[config.mk]
export PLATFORM = sky130hd
export DESIGN_NAME = seg_cell_encoder
export DESIGN_NICKNAME = d
export VERILOG_FILES = /design/src/rtl/seg_pkg.sv /design/src/rtl/seg_digit_rom.sv /design/src/rtl/seg_cell_encoder.sv
export SDC_FILE = /design/constraint.sdc
export NUM_CORES = 1
export LEC_CHECK = 0
export CAP_MARGIN = 0
export CELL_PAD_IN_SITES_DETAIL_PLACEMENT = 0
export CELL_PAD_IN_SITES_GLOBAL_PLACEMENT = 1
export CORE_AREA = 2 2 101 103
export DETAILED_ROUTE_END_ITERATION = 16
export DIE_AREA = 0 0 103 105
export PLACE_DENSITY = 0.74
export SLEW_MARGIN = 20
export SYNTH_ARGS = -nofsm -noshare
export SYNTH_HDL_FRONTEND = slang
export SYNTH_SLANG_ARGS = --single-unit
[constraint.sdc]
create_clock -name clk -period 3.03 [get_ports clk]
set_input_delay 0.606 -clock clk [delete_from_list [all_inputs] [get_ports clk]]
set_output_delay 0.606 -clock clk [all_outputs]
set_load 0.1 [all_outputs]
[src/rtl/seg_pkg.sv]
// Shared constants, FSM state type and the shift-add-3 helper for the
// 7-segment cell encoder.
package seg_pkg;

    localparam int NUM_DIGITS = 4;

    localparam logic [6:0] SEG_0     = 7'h3F;
    localparam logic [6:0] SEG_1     = 7'h06;
    localparam logic [6:0] SEG_2     = 7'h5B;
    localparam logic [6:0] SEG_3     = 7'h4F;
    localparam logic [6:0] SEG_4     = 7'h66;
    localparam logic [6:0] SEG_5     = 7'h6D;
    localparam logic [6:0] SEG_6     = 7'h7D;
    localparam logic [6:0] SEG_7     = 7'h07;
    localparam logic [6:0] SEG_8     = 7'h7F;
    localparam logic [6:0] SEG_9     = 7'h6F;
    localparam logic [6:0] SEG_DASH  = 7'h40;
    localparam logic [6:0] SEG_BLANK = 7'h00;

    typedef enum logic [1:0] {
        ST_IDLE = 2'd0,
        ST_CONV = 2'd1,
        ST_ENC  = 2'd2
    } state_e;

    // Double-dabble correction: every BCD nibble of 5 or more gets +3 before the shift.
    function automatic logic [15:0] bcd_add3(input logic [15:0] bcd);
        logic [15:0] res;
        res = bcd;
        for (int i = 0; i < NUM_DIGITS; i++) begin
            if (bcd[4*i +: 4] >= 4'd5) begin
                res[4*i +: 4] = bcd[4*i +: 4] + 4'd3;
            end else begin
                res[4*i +: 4] = bcd[4*i +: 4];
            end
        end
        return res;
    endfunction

endpackage

[src/rtl/seg_digit_rom.sv]
// BCD digit to active-high segment code (bit0=a .. bit6=g); 10..15 go dark.
module seg_digit_rom
    import seg_pkg::*;
(
    input  logic [3:0] bcd_i,
    output logic [6:0] seg_o
);

    // Digit lookup.
    always_comb begin
        case (bcd_i)
            4'd0:    seg_o = SEG_0;
            4'd1:    seg_o = SEG_1;
            4'd2:    seg_o = SEG_2;
            4'd3:    seg_o = SEG_3;
            4'd4:    seg_o = SEG_4;
            4'd5:    seg_o = SEG_5;
            4'd6:    seg_o = SEG_6;
            4'd7:    seg_o = SEG_7;
            4'd8:    seg_o = SEG_8;
            4'd9:    seg_o = SEG_9;
            default: seg_o = SEG_BLANK;
        endcase
    end

endmodule

[src/rtl/seg_cell_encoder.sv]
// Binary-to-BCD converter (shift-add-3, WIDTH cycles) feeding four
// 7-segment cell bytes with leading-zero blanking, dp and overflow dashes.
module seg_cell_encoder
    import seg_pkg::*;
#(
    parameter int WIDTH   = 14,
    parameter int MAX_VAL = 9999
) (
    input  logic             clk,
    input  logic             rst,
    input  logic [WIDTH-1:0] value_i,
    input  logic             valid_i,
    output logic             ready_o,
    input  logic [3:0]       dp_mask_i,
    input  logic             blank_lz_i,
    output logic [7:0]       cell0_o,
    output logic [7:0]       cell1_o,
    output logic [7:0]       cell2_o,
    output logic [7:0]       cell3_o,
    output logic             done_o
);

    localparam int CNT_W = $clog2(WIDTH + 1);

    state_e                            state_q, state_d;
    logic [WIDTH-1:0]                  sh_q, sh_d;
    logic [15:0]                       bcd_q, bcd_d;
    logic [15:0]                       bcd_adj_s;
    logic [CNT_W-1:0]                  cnt_q, cnt_d;
    logic                              ovf_q, ovf_d;
    logic [3:0]                        dp_q, dp_d;
    logic                              blz_q, blz_d;
    logic [NUM_DIGITS-1:0][7:0]        cell_q, cell_d;
    logic                              done_q, done_d;
    logic [NUM_DIGITS-1:0][7:0]        enc_s;
    logic [NUM_DIGITS-1:0]             blank_s;
    logic                              lz_run_s;
    logic [6:0]                        rom_seg_s [NUM_DIGITS];

    for (genvar g = 0; g < NUM_DIGITS; g++) begin : g_rom
        seg_digit_rom u_rom (
            .bcd_i (bcd_q[4*g +: 4]),
            .seg_o (rom_seg_s[g])
        );
    end

    // Cell encoding from the finished BCD word; blanking runs from digit 3 downward.
    always_comb begin
        blank_s  = '0;
        lz_run_s = blz_q;
        enc_s    = '0;
        for (int i = NUM_DIGITS - 1; i > 0; i--) begin
            lz_run_s   = lz_run_s & (bcd_q[4*i +: 4] == 4'd0);
            blank_s[i] = lz_run_s;
        end
        for (int i = 0; i < NUM_DIGITS; i++) begin
            if (ovf_q) begin
                enc_s[i] = {dp_q[i], SEG_DASH};
            end else if (blank_s[i]) begin
                enc_s[i] = {dp_q[i], SEG_BLANK};
            end else begin
                enc_s[i] = {dp_q[i], rom_seg_s[i]};
            end
        end
    end

    // Next-state logic for the IDLE -> CONV -> ENC sequence.
    always_comb begin
        state_d   = state_q;
        sh_d      = sh_q;
        bcd_d     = bcd_q;
        cnt_d     = cnt_q;
        ovf_d     = ovf_q;
        dp_d      = dp_q;
        blz_d     = blz_q;
        cell_d    = cell_q;
        done_d    = 1'b0;
        bcd_adj_s = bcd_add3(bcd_q);
        case (state_q)
            ST_IDLE: begin
                if (valid_i) begin
                    sh_d    = value_i;
                    bcd_d   = 16'h0000;
                    cnt_d   = CNT_W'(WIDTH);
                    ovf_d   = {{(32-WIDTH){1'b0}}, value_i} > 32'(MAX_VAL);
                    dp_d    = dp_mask_i;
                    blz_d   = blank_lz_i;
                    state_d = ST_CONV;
                end else begin
                    state_d = ST_IDLE;
                end
            end
            ST_CONV: begin
                bcd_d = (bcd_adj_s << 1) | {15'd0, sh_q[WIDTH-1]};
                sh_d  = {sh_q[WIDTH-2:0], 1'b0};
                cnt_d = cnt_q - CNT_W'(1);
                if (cnt_q == CNT_W'(1)) begin
                    state_d = ST_ENC;
                end else begin
                    state_d = ST_CONV;
                end
            end
            ST_ENC: begin
                cell_d  = enc_s;
                done_d  = 1'b1;
                state_d = ST_IDLE;
            end
            default: begin
                state_d = ST_IDLE;
            end
        endcase
    end

    // State and output registers.
    always_ff @(posedge clk or negedge rst) begin
        if (!rst) begin
            state_q <= ST_IDLE;
            sh_q    <= '0;
            bcd_q   <= 16'h0000;
            cnt_q   <= '0;
            ovf_q   <= 1'b0;
            dp_q    <= 4'h0;
            blz_q   <= 1'b0;
            cell_q  <= '0;
            done_q  <= 1'b0;
        end else begin
            state_q <= state_d;
            sh_q    <= sh_d;
            bcd_q   <= bcd_d;
            cnt_q   <= cnt_d;
            ovf_q   <= ovf_d;
            dp_q    <= dp_d;
            blz_q   <= blz_d;
            cell_q  <= cell_d;
            done_q  <= done_d;
        end
    end

    assign ready_o = (state_q == ST_IDLE);
    assign done_o  = done_q;
    assign cell0_o = cell_q[0];
    assign cell1_o = cell_q[1];
    assign cell2_o = cell_q[2];
    assign cell3_o = cell_q[3];

endmodule
Yosys cells after proc, flatten, opt, wreduce, memory -nomap -nowiden
Memories as Yosys holds them, arrays and structs flattened.
Cells that the tools add are included.
Widths: inputs -> output; s select.

word-level totals
  register bits after elaboration = 75
  output and inout bits = 34
  memories kept = 4
  logic and storage cells = 62
  input port bits = 22
  ROM bits = 448

memory list
  memory           words  bits a word  read ports  clocked after Yosys merged registers in  wr ports  RTL line             source
  (no name shown)  16     7            1           0                                        0         seg_digit_rom.sv:11  case (bcd_i)
  (no name shown)  16     7            1           0                                        0         seg_digit_rom.sv:11
  (no name shown)  16     7            1           0                                        0         seg_digit_rom.sv:11
  (no name shown)  16     7            1           0                                        0         seg_digit_rom.sv:11

cells by class
  reductions and logical operators = 7
  $lt $le $gt $ge = 5
  add/subtract/negate cells = 5
  equality and inequality tests = 4
  bitwise logic cells = 4
  mux-type cells = 21

operators with widths
  operator              count
  $mux 7                7
  $pmux 16 s2           1
  $pmux 14 s2           1
  $ge 4x3->1 const B    4
  $mux 16               1
  $mux 4                4
  $or 16x1->16          1
  $gt 14x14->1 const B  1
  $mux 14               1
  $add 4x2->4 const B   3
  $logic_not 4->1       3
  $pmux 4 s2            1
  $eq 4x1->1 const B    1
  $pmux 2 s2            1
  $reduce_and 2->1      2
  $sub 4x1->4 const B   1
  $add 3x2->3 const B   1
  $and 1x1->1           3
  $mux 3                1
  $eq 2x1->1 const B    1
  $eq 2x2->1 const B    1
  $logic_not 2->1       1
  $mux 1                2
  $mux 2                1
  2 further kinds       2

Depth between registers and ports, before layout
  depth after elaboration = 6
  mapped depth = 6
  depth with buffers taken out = 6

Cells and area by module
A second synthesis with hierarchy kept.

second synthesis, totals
  cell total of the unflattened synthesis = 463
  area, all modules = 4404.2 um2

modules (own cells, without submodules)
  module                              area each (um2)  cells an instance  sequential area each (um2)  times used
  seg_cell_encoder                    3579.7           357                1876.8                      1
  seg_digit_rom (g_rom[0].u_rom ...)  201.4            26                 0.0                         3
  seg_digit_rom (g_rom[2].u_rom)      220.2            28                 0.0                         1

Worst setup path before layout
No wires, ideal clock.

  path kind = register -> register
  from = reg state_q[0]
  to = reg bcd_q[10]
  arrival = 2.517 ns
  buffers on the path = 1
  stages on the path, launching flop included = 6
  library setup time = 0.133 ns
  clock period less this slack = 2.650 ns
  data required time = 2.897 ns
  path slack = 0.380 ns
  path through = dfrtp_1 nor2_1 nand2_1 clkbuf_1 nand3_1 o21ai_0

between the ends
  cells in the longest elaborated chain, start to end = 3
  elaborated cells on any way between the ends = 6
  classes of those cells = eq/ne (2); mux (1); reduce/logical (3)

ends and longest elaborated chain
  element                                                           RTL line                 source
  from (decl)                                                       seg_cell_encoder.sv:25   state_e state_q, state_d;
  from (signal assigned)                                            seg_cell_encoder.sv:127  state_q <= state_d;
  $logic_not 2->1 (*)                                               n/a
  net ready_o                                                       seg_cell_encoder.sv:13   output logic ready_o,
  $ne 2x2->1 (no line) / $reduce_bool 2->1 (equally long branches)  n/a
  $reduce_and 2->1 (no line)                                        n/a
  to (signal assigned)                                              seg_cell_encoder.sv:119  bcd_q <= 16'h0000;
  to (signal assigned)                                              seg_cell_encoder.sv:129  bcd_q <= bcd_d;
  to (decl)                                                         seg_cell_encoder.sv:27   logic [15:0] bcd_q, bcd_d;

Mark *: on every way through the listed nets, which the timed path passes. The rest lies on a longest branch.
A chain may end at the register's enable or synchronous reset.

Worst setup path after layout
  from = reg bcd_q[5]
  to = reg cell_q (netlist bit cell1_o[1])

between the ends
  cells in the longest elaborated chain, start to end = 4
  elaborated cells on any way between the ends = 5
  classes of those cells = mux (2); bitwise (1); reduce/logical (1); memory (1)

ends and longest elaborated chain
  element                                                               RTL line                 source
  parallel branches: the longest is 2 deep, another holds $mem_v2 16x7  n/a
  $mux 7 (*)                                                            seg_cell_encoder.sv:59   end else if (blank_s[i]) begin
  $mux 7 (*)                                                            seg_cell_encoder.sv:57   if (ovf_q) begin
  to (signal assigned)                                                  seg_cell_encoder.sv:134  cell_q <= cell_d;
  to (decl)                                                             seg_cell_encoder.sv:33   logic [NUM_DIGITS-1:0][7:0] cell_q, cell_d;

Every way passes the cells marked *.

==> results.py <==
metrics = {
    "sta": {
        "fmax_ghz": 0.5043,
        "relSlewSlack_pct": 36.28,
        "setup_viol": 0,
        "finalCritPeriodShare_pct": 65.45,
        "hold_viol": 0,
        "clock_skew_ns": 0.008476,
        "period_needed_ns": 1.983,
        "finalMaxSlewViolations": 0,
        "grt_setup_unrepaired": "false",
        "worst_pin_slew_ns": 0.9558,
        "final.setup.tns_ns": 0,
    },
    "synthesis": {
        "async_reset_ff_share_pct": 100.0,
        "synth_edf_count": 0,
        "synth_area_um2": 3805,
        "synth.most_common_cell": "nand2_1",
        "yosys-top-cells-area": "dfrtp_1, nand2_1, ha_1",
        "synth_top_area_share_pct": 49.33,
        "ys_seq_elements": 75,
        "synthCells": 420,
        "yosysWarnings": 0,
        "ys_seq_area_share_pct": 49.33,
        "syn-num-nets": 466,
        "synthFlopType": "dfrtp_1",
        "yosysTopAreaCell": "dfrtp_1",
        "post_synth.cell_area_avg_um2": 9.059,
        "ys_top_cells_by_count": "nand2_1, dfrtp_1, o21ai_0",
        "ys_types": 41,
    },
    "cts": {
        "clockBufferDepth": 2,
        "insertion_delay_ns": 0.35,
        "numCtsBuffers": 9,
        "ctsResizeCount": 0,
        "clockRootBuffer": "clkbuf_8",
        "ctsHoldBuffers": 0,
        "clkTransAtPathRegs_ns": 0.07,
        "cts_htree_levels": 3,
        "cts_tree": "built",
        "clkSinkCount": 75,
        "post-cts-setup-buffers": 0,
    },
    "floorplan": {
        "die_h_um": 105,
        "rows": 36,
        "fp.dieW_um": 103,
        "ioPinCount": 56,
        "core_area_um2": 9639,
        "start_util_pct": 39.47,
        "die_area_um2": 10820,
    },
    "layout": {
        "n_antenna_cell": 0,
        "drive_above_1_share_pct": 12.90,
        "fin_util_pct": 47.57,
        "fillers": 985,
        "area_growth_pct": 20.52,
        "final_nets": 515,
    },
    "detailed_routing": {
        "avgViaCountPerCell": 5.036,
        "route.detailed.drc": 0,
        "num_vias": 3052,
        "ant_nets": 0,
        "detail_route.wl_per_cell_um": 13.34,
        "drt_iter0_drc": 105,
        "dr.pass1.iters": 4,
        "route.final.wire_length_um": 8087,
    },
    "setup_path": {
        "crit_arrival_ns": 2.21,
        "setup.worst_path.class": "flop to flop",
        "end_kind": "flop",
        "crit_required_ns": 3.26,
        "crit_fanout": 7,
        "crit_path_start_kind": "flop",
    },
    "global_route": {
        "grt_first_pass_wirelength_um": 13810,
        "grt_pass1_vias": 2917,
        "groute.usage.overall_pct": 16.13,
        "gr-total-overflow": 0,
        "grt_antenna_before_repair": 0,
        "grt_max_degree": 76,
    },
    "power": {
        "ir_drop_mv": 0.4850,
        "power.density_nw_per_um2": 1193,
        "p_leak_nw": 2.169,
    },
    "hold_path": {
        "hp-class": "input pin to asynchronous set/reset pin",
    },
    "placed_design": {
        "hpwl_um": 5414,
        "place_congestion": 0.7797,
        "port_buffers": 55,
    },
    "run_status": {
        "status": "completed",
    },
    "flow_run": {
        "cap_violations": 0,
    },
}
-- routing by layer --
layer,part of all wire [%],up-vias,routed length [um],track usage [%]
li1,-,1538,-,-
met1,49,1450,3949,22.25
met2,46,55,3731,24.81
met3,3.6,9,295,3.813
met4,1.4,0,110,5.263
met5,0,-,0,0
-- cell families after synthesis --
family                   after synthesis  synth area share (%)
XOR/XNOR                               6                 1.381
AO/OA/AOI/OAI                        110                 17.00
multiplexers                           4                 1.118
flip-flops                            75                 49.33
buffers and inverters                 40                 4.044
adder cells (fa/ha/maj)               24                 7.892
AND/OR/NAND/NOR                      161                 19.24
-- path summary, 6_finish.rpt --
check,start,endpoint,slack (ns),depth (start not counted)
worst min register to register,dp_q[1],cell1_o[7],0.48,2
worst max register to register,bcd_q[5],cell1_o[1],1.05,6
worst max-delay path,bcd_q[5],cell1_o[1],1.05,6
max in group asynchronous,rst,cell1_o[3],2.01,1
worst min-delay path,rst,cell0_o[3],0.40,1
min in group clk,dp_q[1],cell1_o[7],0.48,2
-- flip-flops by register name (all words and copies together), names as in the netlist --
register	flops
cell3_o	8
cell2_o	8
ovf_q	1
done_o	1
cell0_o	8
bcd_q	16
cnt_q	4
blz_q	1
state_q	2
sh_q	14
cell1_o	8
dp_q	4
-- area by class of cell --
type                    count  area, um2  share of cell area [%]
clock buffers              10      137.6                   3.001
inverters                  18      67.56                   1.473
multi-input cells         305       1783                   38.88
flip-flops and latches     75       1877                   40.93
repair buffers             60      500.5                   10.91
clock inverters             5      53.80                   1.173
well taps                 133      166.4                   3.629
-- critical path: stages, from the launching register on --
cell	delay, ns
dfrtp_1	0.45
inv_1	0.14
ha_1	0.20
or3b_1	0.35
or4_4	0.46
nand3_1	0.16
o21ai_0	0.10
-- where the power goes --
part	internal, W	total (W)	switching, W	leakage [nW]
Clock	0.000395	0.000761	0.000366	0.102
Combinational	0.000877	0.00290	0.00202	1.10
Sequential	0.00140	0.00181	0.000414	0.971
-- layout by cell type (no fill, tap or decap), drive strengths merged, types with 10 or more instances in the layout --
cell type / n
o21ai: 55
nor2: 21
clkbuf: 10
nand2: 87
dfrtp: 75
ha: 24
a22oi: 13
nand3: 13
inv: 17
nor3: 11
a21oi: 21
nand2b: 13
clkdlybuf4s50: 20
buf: 40
-- through the flow --
stage | total power [W] | cells | hold WS [ns] | area, um2 | worst slack (ns)
after floorplan | 0.004089 | 420 | 0.3104 | 3805 | 0.3796
after CTS | 0.005528 | 606 | 0.4544 | 4583 | 1.025
final | 0.005472 | 606 | 0.4041 | 4586 | 1.047
after detailed placement | 0.004755 | 591 | 0.4660 | 4392 | 0.9028
after global placement | 0.004709 | 591 | 0.4513 | 4392 | 0.9135
after global routing | 0.005890 | 606 | 0.4954 | 4586 | 0.8736
Power figures use the tool's default switching activity.
